<file path="config.mk">
export PLATFORM = sky130hd
export DESIGN_NAME = wb_port_arbiter
export DESIGN_NICKNAME = d
export VERILOG_FILES = /design/src/rtl/wb_port_arbiter.sv
export SDC_FILE = /design/constraint.sdc
export NUM_CORES = 1
export LEC_CHECK = 0
export CAP_MARGIN = 40
export CORE_MARGIN = 1
export CORE_UTILIZATION = 38
export DETAILED_ROUTE_END_ITERATION = 6
export GPL_TIMING_DRIVEN = 0
export PLACE_DENSITY_LB_ADDON = 0.2
export SETUP_SLACK_MARGIN = 0.1
export SLEW_MARGIN = 20
export SYNTH_ARGS = -nofsm -noshare
export SYNTH_HDL_FRONTEND = slang
export SYNTH_SLANG_ARGS = --single-unit
export TNS_END_PERCENT = 30
</file>
<file path="constraint.sdc">
create_clock -name clk -period 3.6 [get_ports clk]
set_input_delay 1.08 -clock clk [delete_from_list [all_inputs] [get_ports clk]]
set_output_delay 1.08 -clock clk [all_outputs]
set_load 0.1 [all_outputs]
</file>
<file path="src/rtl/wb_port_arbiter.sv">
// Register-file write-port arbiter: core writeback has priority, long-latency unit results
// wait in a small FIFO and drain on idle port cycles, with a one-cycle forced drain against starvation.
module wb_port_arbiter #(
    parameter int XLEN         = 32,
    parameter int DEPTH        = 4,
    parameter int STARVE_LIMIT = 8
) (
    input  logic                     clk,
    input  logic                     rst,
    input  logic                     wb_valid,
    input  logic [4:0]               wb_rd,
    input  logic [XLEN-1:0]          wb_data,
    output logic                     wb_stall,
    input  logic                     lu_valid,
    output logic                     lu_ready,
    input  logic [4:0]               lu_rd,
    input  logic [XLEN-1:0]          lu_data,
    output logic                     rf_we,
    output logic [4:0]               rf_waddr,
    output logic [XLEN-1:0]          rf_wdata,
    input  logic [4:0]               q_rd,
    output logic                     q_hit,
    output logic [$clog2(DEPTH):0]   fifo_count
);
    localparam int AW = $clog2(DEPTH);
    localparam int SW = $clog2(STARVE_LIMIT + 1);

    typedef struct packed {
        logic [4:0]      rd;
        logic [XLEN-1:0] data;
    } entry_t;

    typedef enum logic {NORMAL, FORCE} state_t;

    entry_t        fifo [DEPTH];
    logic [AW-1:0] head, tail;
    logic [AW:0]   count;
    logic [SW-1:0] starve, starve_nxt;
    state_t        state, state_nxt;
    logic          push, pop, live;

    assign fifo_count = count;
    assign lu_ready   = !rst && (count != (AW+1)'(DEPTH));
    assign wb_stall   = !rst && (state == FORCE);
    assign push       = lu_valid && lu_ready && (lu_rd != 5'd0);
    assign live       = wb_valid && (wb_rd != 5'd0) && !wb_stall;
    // In FORCE live is low, so the head always wins that cycle.
    assign pop        = (count != '0) && !live;

    always_comb begin
        q_hit = 1'b0;
        for (int i = 0; i < DEPTH; i++) begin
            if (((AW+1)'(i) < count) && (fifo[head + AW'(i)].rd == q_rd))
                q_hit = 1'b1;
        end
        if (q_rd == 5'd0)
            q_hit = 1'b0;
    end

    always_comb begin
        starve_nxt = starve;
        state_nxt  = state;
        if ((count == '0) || pop)
            starve_nxt = '0;
        else if (starve != SW'(STARVE_LIMIT))
            starve_nxt = starve + SW'(1);
        case (state)
            NORMAL: if (starve_nxt == SW'(STARVE_LIMIT)) state_nxt = FORCE;
            FORCE:  state_nxt = NORMAL;
            default: state_nxt = NORMAL;
        endcase
    end

    always_ff @(posedge clk) begin
        if (push)
            fifo[tail] <= '{rd: lu_rd, data: lu_data};
    end

    always_ff @(posedge clk) begin
        if (rst) begin
            head     <= '0;
            tail     <= '0;
            count    <= '0;
            starve   <= '0;
            state    <= NORMAL;
            rf_we    <= 1'b0;
            rf_waddr <= '0;
            rf_wdata <= '0;
        end else begin
            state  <= state_nxt;
            starve <= starve_nxt;
            count  <= count + (AW+1)'(push) - (AW+1)'(pop);
            if (push)
                tail <= tail + AW'(1);
            if (pop)
                head <= head + AW'(1);
            rf_we <= live || pop;
            if (live) begin
                rf_waddr <= wb_rd;
                rf_wdata <= wb_data;
            end else if (pop) begin
                rf_waddr <= fifo[head].rd;
                rf_wdata <= fifo[head].data;
            end
        end
    end
endmodule

</file>
==> flow_summary.json, run 1 <==
{
  "status": "complete, but fails checks",
  "violations": "negative setup slack",
  "gp_congestion": 0.8075,
  "final_cells": 1032,
  "slowest_stage": "mux4_2",
  "tightestPinTransition_ns": 0.7334,
  "n_antenna_cell": 0,
  "antenna_found_initial": 1,
  "core_um2": 21290,
  "htreeDepth": 4,
  "dpl.cell_count": 988,
  "synth.distinct_cells": 40,
  "drc": 0,
  "grt_max_degree": 22,
  "syn-mean-instance-area_um2": 15.37,
  "rsz0062_at_grt": "true",
  "crit_top_cell": "buf_6",
  "die_h_um": 150.4,
  "p_int_uw": 4991,
  "finalClockSkew_ns": 0.007402,
  "hold_path.class": "reg -> reg",
  "cts_num_sinks": 200,
  "synth-main-ff-cell": "edfxtp_1",
  "ant_nets": 0,
  "combPwrFrac_pct": 39.4,
  "p_total_uw": 7781,
  "worst_slack_ns": -0.04277,
  "ctsLongestPathBuffers": 2,
  "arrival_ns": 2.56,
  "setup_viol": 1,
  "ys_warn_count": 0,
  "critPathLaunchType": "flip-flop",
  "post-dp-hpwl_um": 13740,
  "dr.pass1.iters": 4,
  "async_reset_ff_share_pct": 0,
  "vias": 5351,
  "grt_pass1_wl_um": 29970,
  "max_cap_violations": 0,
  "ys_seq_area_share_pct": 65.59,
  "fin_setup_tns_ns": -0.04277,
  "routed_wirelength_um": 19620,
  "synth_edf_count": 148,
  "cp_cell_sequence": "buf_6, buf_8, buf_6, mux4_2, xor2_2, nor4_2, nand3_1, a21oi_4, buf_12",
  "final_cell_mix": "edfxtp_1, clkdlybuf4s50_1, nand2_1",
  "p_clk_share_pct": 24.9,
  "layout_commonest_cell": "edfxtp_1",
  "rows": 53,
  "worstSetupPathType": "reg -> out",
  "fp.dieW_um": 150.4,
  "port_buffers": 121,
  "syn2layout_area_growth_pct": 37.03,
  "worst_r2r_startpoint": "fifo_count[1]",
  "vias_per_cell": 5.185,
  "crit_required_ns": 2.52,
  "place_ws_ns": -0.4029,
  "grt_overflow": 0,
  "reg2reg_slack_ns": 0.86,
  "grt.total_usage_pct": 18.14,
  "slew_headroom_pct": 51.10,
  "routedWlPerCell_um": 19.01,
  "period_minus_slack_ns": 3.643,
  "worstSetupEndpoint": "q_hit",
  "p_sw_uw": 2790,
  "dieArea_um2": 22610,
  "clock_latency_ns": 0.43,
  "end_kind": "primary output",
  "num-nets-final": 838,
  "clk_pin_slew_ns": 0.07,
  "grt_pass1_vias": 5586,
  "drt_iter0_drc": 335,
  "num-fill-cells": 1682,
  "syn_area_um2": 8363,
  "ys_ff_latch": 200,
  "syn_inst": 544,
  "maxSlewViolCount": 0,
  "numCtsBuffers": 17,
  "p_per_area_nw_per_um2": 679.0,
  "path_max_fanout": 5,
  "max_stage_delay_ns": 0.53,
  "switching_share_pct": 35.86,
  "drive_gt1_share_pct": 21.93,
  "seq_power_share_pct": 35.7,
  "hold_viol": 0,
  "tritoncts": "done",
  "max_clock_freq_ghz": 0.2745,
  "final.period_utilization_pct": 101.2,
  "rr_worst_depth": 12,
  "clock-root-buffer": "clkbuf_16",
  "top_level_ports": 127,
  "p_leak_uw": 0.003931,
  "ir_drop_v": 0.0004359,
  "r2r_end": "fifo_count[2]",
  "synth_nets": 638,
  "cp-startpoint": "head[1]",
  "initial_core_util_pct": 39.29
}
## power by group through the flow
stage / sequential [uW] / clock [uW] / combinational (uW)
final: 2780 / 1940 / 3070
after global routing: 2800 / 2050 / 3260
after CTS: 2780 / 1970 / 3070
after detailed placement: 2830 / 0 / 3020
after global placement: 2820 / 0 / 2640
after floorplan: 3520 / 0 / 1240
## worst max-delay path, delay by kind of cell, from the launching register on
family,cells,cell delay (ns)
AOI/OAI and AO/OA,1,0.18
xor gates and xnor gates,1,0.16
buffers and inverters,4,0.51
DFF,1,0.32
muxes,1,0.53
and+or+nand+nor,2,0.45
## flip-flops by register name, summed over array words and instances (netlist names), named ones only
name,flops
tail,2
fifo,148
rf_we,1
state,1
rf_wdata,32
head,2
fifo_count,3
rf_waddr,5
starve,4
## cells by family (layout without fill, tap and decap cells)
kind of cell	after synthesis	after routing	synth area share, %
muxes	53	53	14.44
AOI/OAI and AO/OA	51	51	5.117
xor gates and xnor gates	25	25	2.618
buffers and inverters	47	260	2.693
and+or+nand+nor	157	157	7.810
DFF	200	200	65.59
adders and majority gates	11	11	1.735
## cell type report
cell class | instances | area (um2) | share of cell area [%]
repair buffers | 181 | 2082 | 18.17
inverters | 11 | 41.29 | 0.3603
flip-flops and latches | 200 | 5487 | 47.88
plain buffers | 36 | 197.7 | 1.725
well taps | 275 | 344.1 | 3.003
clock inverters | 15 | 181.4 | 1.583
clock buffers | 17 | 425.4 | 3.712
multi-input cells | 297 | 2701 | 23.57
## through the flow
step	hold slack [ns]	cell area (um2)	util, %
6_report	0.4747	11460	53.84
3_3_place_gp	0.4543	9947	46.73
5_1_grt	0.5069	11460	53.84
4_1_cts	0.4671	11380	53.46
2_1_floorplan	0.4208	8392	-
3_5_place_dp	0.4570	10710	50.31
## cells in the mapped netlist (2+ instances only)
master	n	share of area, %
nand2_1	85	3.8
clkbuf_1	22	0.99
buf_1	2	0.090
nor4_1	3	0.22
and2_1	6	0.45
a311oi_1	35	3.7
ha_1	10	1.5
xnor2_1	9	0.94
mux4_1	7	2.2
inv_1	10	0.45
dfxtp_1	52	12
mux4_2	45	12
buf_2	8	0.48
a31oi_1	2	0.15
xor2_1	16	1.7
nor2b_1	2	0.15
a22oi_1	2	0.18
a21oi_1	5	0.30
nor3_1	5	0.30
edfxtp_1	148	53
buf_6	3	0.40
nor2_1	46	2.1
nand3_1	4	0.24
## layer usage
metal  wire length, um  GRT usage [%]  vias to the layer above
met3              1148          4.091                       15
met4               229          5.303                        0
met1              8314          23.10                     2689
met2              9932          30.88                      158
met5                 0              0                        -
li1                  -              -                     2489
## how the worst min path moves through the flow
stage	from	end	slack [ns]	cells after the start
CTS	state	state	0.47	1
global route	rf_wdata[17]	rf_wdata[17]	0.51	2
floorplan	state	state	0.42	1
finish	rf_wdata[28]	rf_wdata[28]	0.47	2
global placement	state	state	0.45	1
detailed placement	state	state	0.46	1
## what timing repair did
action | 4_1_cts | 5_1_grt
gates resized for setup | 10 | 5
buffers inserted | 6 | 6
hold buffers | 0 | 0
setup endpoints to repair | 3 | 2
pin swaps | 3 | 3
(Power assumes the default switching activity.)
==> run 2: changes to the inputs <==
--- a/config.mk
+++ b/config.mk
@@ -10,6 +10,7 @@
 export CORE_UTILIZATION = 38
 export DETAILED_ROUTE_END_ITERATION = 6
 export GPL_TIMING_DRIVEN = 0
+export MAX_ROUTING_LAYER = met4
 export PLACE_DENSITY_LB_ADDON = 0.2
 export SETUP_SLACK_MARGIN = 0.1
 export SLEW_MARGIN = 20
==> run 2 against run 1 <==
The flow still finishes with violations (negative setup slack). Sequential power is essentially flat. Power about the same. Combinational power barely moved. Largest cell class unchanged.
==> flow_summary.json, run 2 (same netlist as run 1, synthesis figures left out) <==
{
  "cts_num_sinks": 200,
  "htreeDepth": 4,
  "max_stage_delay_ns": 0.59,
  "clock-root-buffer": "clkbuf_16",
  "critical_path_buf_inv_count": 2,
  "fp.dieW_um": 150.4,
  "place_area_um2": 10710,
  "critPathLaunchType": "flip-flop",
  "vias": 5358,
  "grt_overflow": 0,
  "slowest_stage": "mux4_1",
  "rsz0062_at_grt": "true",
  "max_cap_violations": 0,
  "crit_required_ns": 2.52,
  "num-nets-final": 838,
  "ctsLongestPathBuffers": 2,
  "antenna_found_initial": 1,
  "drive_gt1_share_pct": 21.93,
  "cp.depth": 8,
  "core_um2": 21290,
  "rr_worst_depth": 12,
  "rows": 53,
  "gp_congestion": 0.8193,
  "reg.largest.list": "fifo x148, rf_wdata x32, rf_waddr x5",
  "layout_commonest_cell": "edfxtp_1",
  "ir_drop_v": 0.0004314,
  "die_h_um": 150.4,
  "worstSetupPathType": "reg -> out",
  "port_buffers": 121,
  "cp_cell_sequence": "buf_6, mux4_1, xor2_1, nor4_1, a22o_1, o21ai_2, a21oi_4, buf_12",
  "dr.pass1.iters": 4,
  "setup_viol": 1,
  "postCtsHoldBufs": 0,
  "routedWlPerCell_um": 18.97,
  "dieArea_um2": 22610,
  "routed_wirelength_um": 19590,
  "largest_register_ffs": 148,
  "post-dp-hpwl_um": 13740,
  "hold_ws_ns": 0.4745,
  "clk_pin_slew_ns": 0.07,
  "worst_slack_ns": -0.03987,
  "p_leak_uw": 0.003931,
  "max_clock_freq_ghz": 0.2747,
  "p_per_area_nw_per_um2": 678.6,
  "dpl.cell_count": 988,
  "status": "complete, but fails checks",
  "syn2layout_area_growth_pct": 37.06,
  "slew_headroom_pct": 51.85,
  "finalClockSkew_ns": 0.009503,
  "grt_pass1_wl_um": 29940,
  "final_cell_mix": "edfxtp_1, clkdlybuf4s50_1, nand2_1",
  "max_flop_register": "fifo",
  "tritoncts": "done",
  "top_level_ports": 127,
  "critPathTopFamily": "multiplexers",
  "num-fill-cells": 1681,
  "hold_viol": 0,
  "hold_path.class": "reg -> reg",
  "final.period_utilization_pct": 101.1,
  "grt_pass1_vias": 5581,
  "clock_latency_ns": 0.42,
  "violations": "negative setup slack",
  "arrival_ns": 2.56,
  "vias_per_cell": 5.187,
  "tightestPinTransition_ns": 0.7222,
  "place_ws_ns": -0.4029,
  "ant_nets": 0,
  "stdcell_area_um2": 11460,
  "path_max_fanout": 8,
  "grt_max_degree": 22,
  "drc": 0,
  "period_minus_slack_ns": 3.640,
  "drt_iter0_drc": 304,
  "numCtsBuffers": 17,
  "end_kind": "primary output",
  "worstHoldPathCells": 2,
  "final_cells": 1033,
  "initial_core_util_pct": 39.29,
  "maxSlewViolCount": 0,
  "fin_setup_tns_ns": -0.03987,
  "grt.total_usage_pct": 18.68
}
## run 2: changes by cell type in the layout (fill, tap and decap cells not counted)
cell / previous run / this run
diode_2: 0 / 1
## run 2: final cells by class
type / instances / area [um2] / area share, %
Sequential cell: 200 / 5487 / 47.87
Timing Repair Buffer: 181 / 2082 / 18.16
Inverter: 11 / 41.29 / 0.3602
Clock inverter: 15 / 181.4 / 1.583
Clock buffer: 17 / 425.4 / 3.711
Tap cell: 275 / 344.1 / 3.002
Buffer: 36 / 197.7 / 1.725
Antenna cell: 1 / 2.502 / 0.02183
Multi-Input combinational cell: 297 / 2701 / 23.57
## run 2: stage by stage
| step | util [%] | power, uW |
|---|---|---|
| finish | 53.85 | 7778 |
| global route | 53.85 | 8107 |
| CTS | 53.46 | 7820 |
| detailed placement | 50.31 | 5850 |
| global placement | 46.73 | 5458 |
| floorplan | - | 4763 |
## run 2: report_power, final
| group | switching [uW] | internal (uW) | total [uW] |
|---|---|---|---|
| Combinational | 1810 | 1260 | 3060 |
| Clock | 880 | 1060 | 1940 |
| Sequential | 98.3 | 2680 | 2780 |
## run 2: layer usage
layer / part of all wire (%) / wire length, um / GRT usage, % / vias up
li1: - / - / - / 2494
met1: 43 / 8409 / 23.32 / 2706
met2: 51 / 9955 / 30.85 / 148
met3: 5.4 / 1061 / 4.303 / 10
met4: 0.85 / 167 / 4.394 / 0
met5: 0 / 0 / - / -
## run 2: repair_timing
| action | CTS | global route |
|---|---|---|
| resized for setup | 10 | 5 |
| setup endpoints to repair | 3 | 2 |
| setup buffers | 6 | 6 |
| pin swaps | 3 | 3 |
| cloned | 0 | 0 |
## run 2: worst paths after layout
check / end / start / slack [ns]
hold / removal: rf_wdata[28] / rf_wdata[28] / 0.47
setup reg to reg: fifo_count[2] / fifo_count[1] / 0.86
hold reg to reg: rf_wdata[28] / rf_wdata[28] / 0.47
setup / recovery: q_hit / head[0] / -0.04
## run 2: worst min-delay path, cell delays in order, from the launching register on
cell,delay [ns]
dfxtp_1,0.31
nand2_1,0.05
a311oi_1,0.07
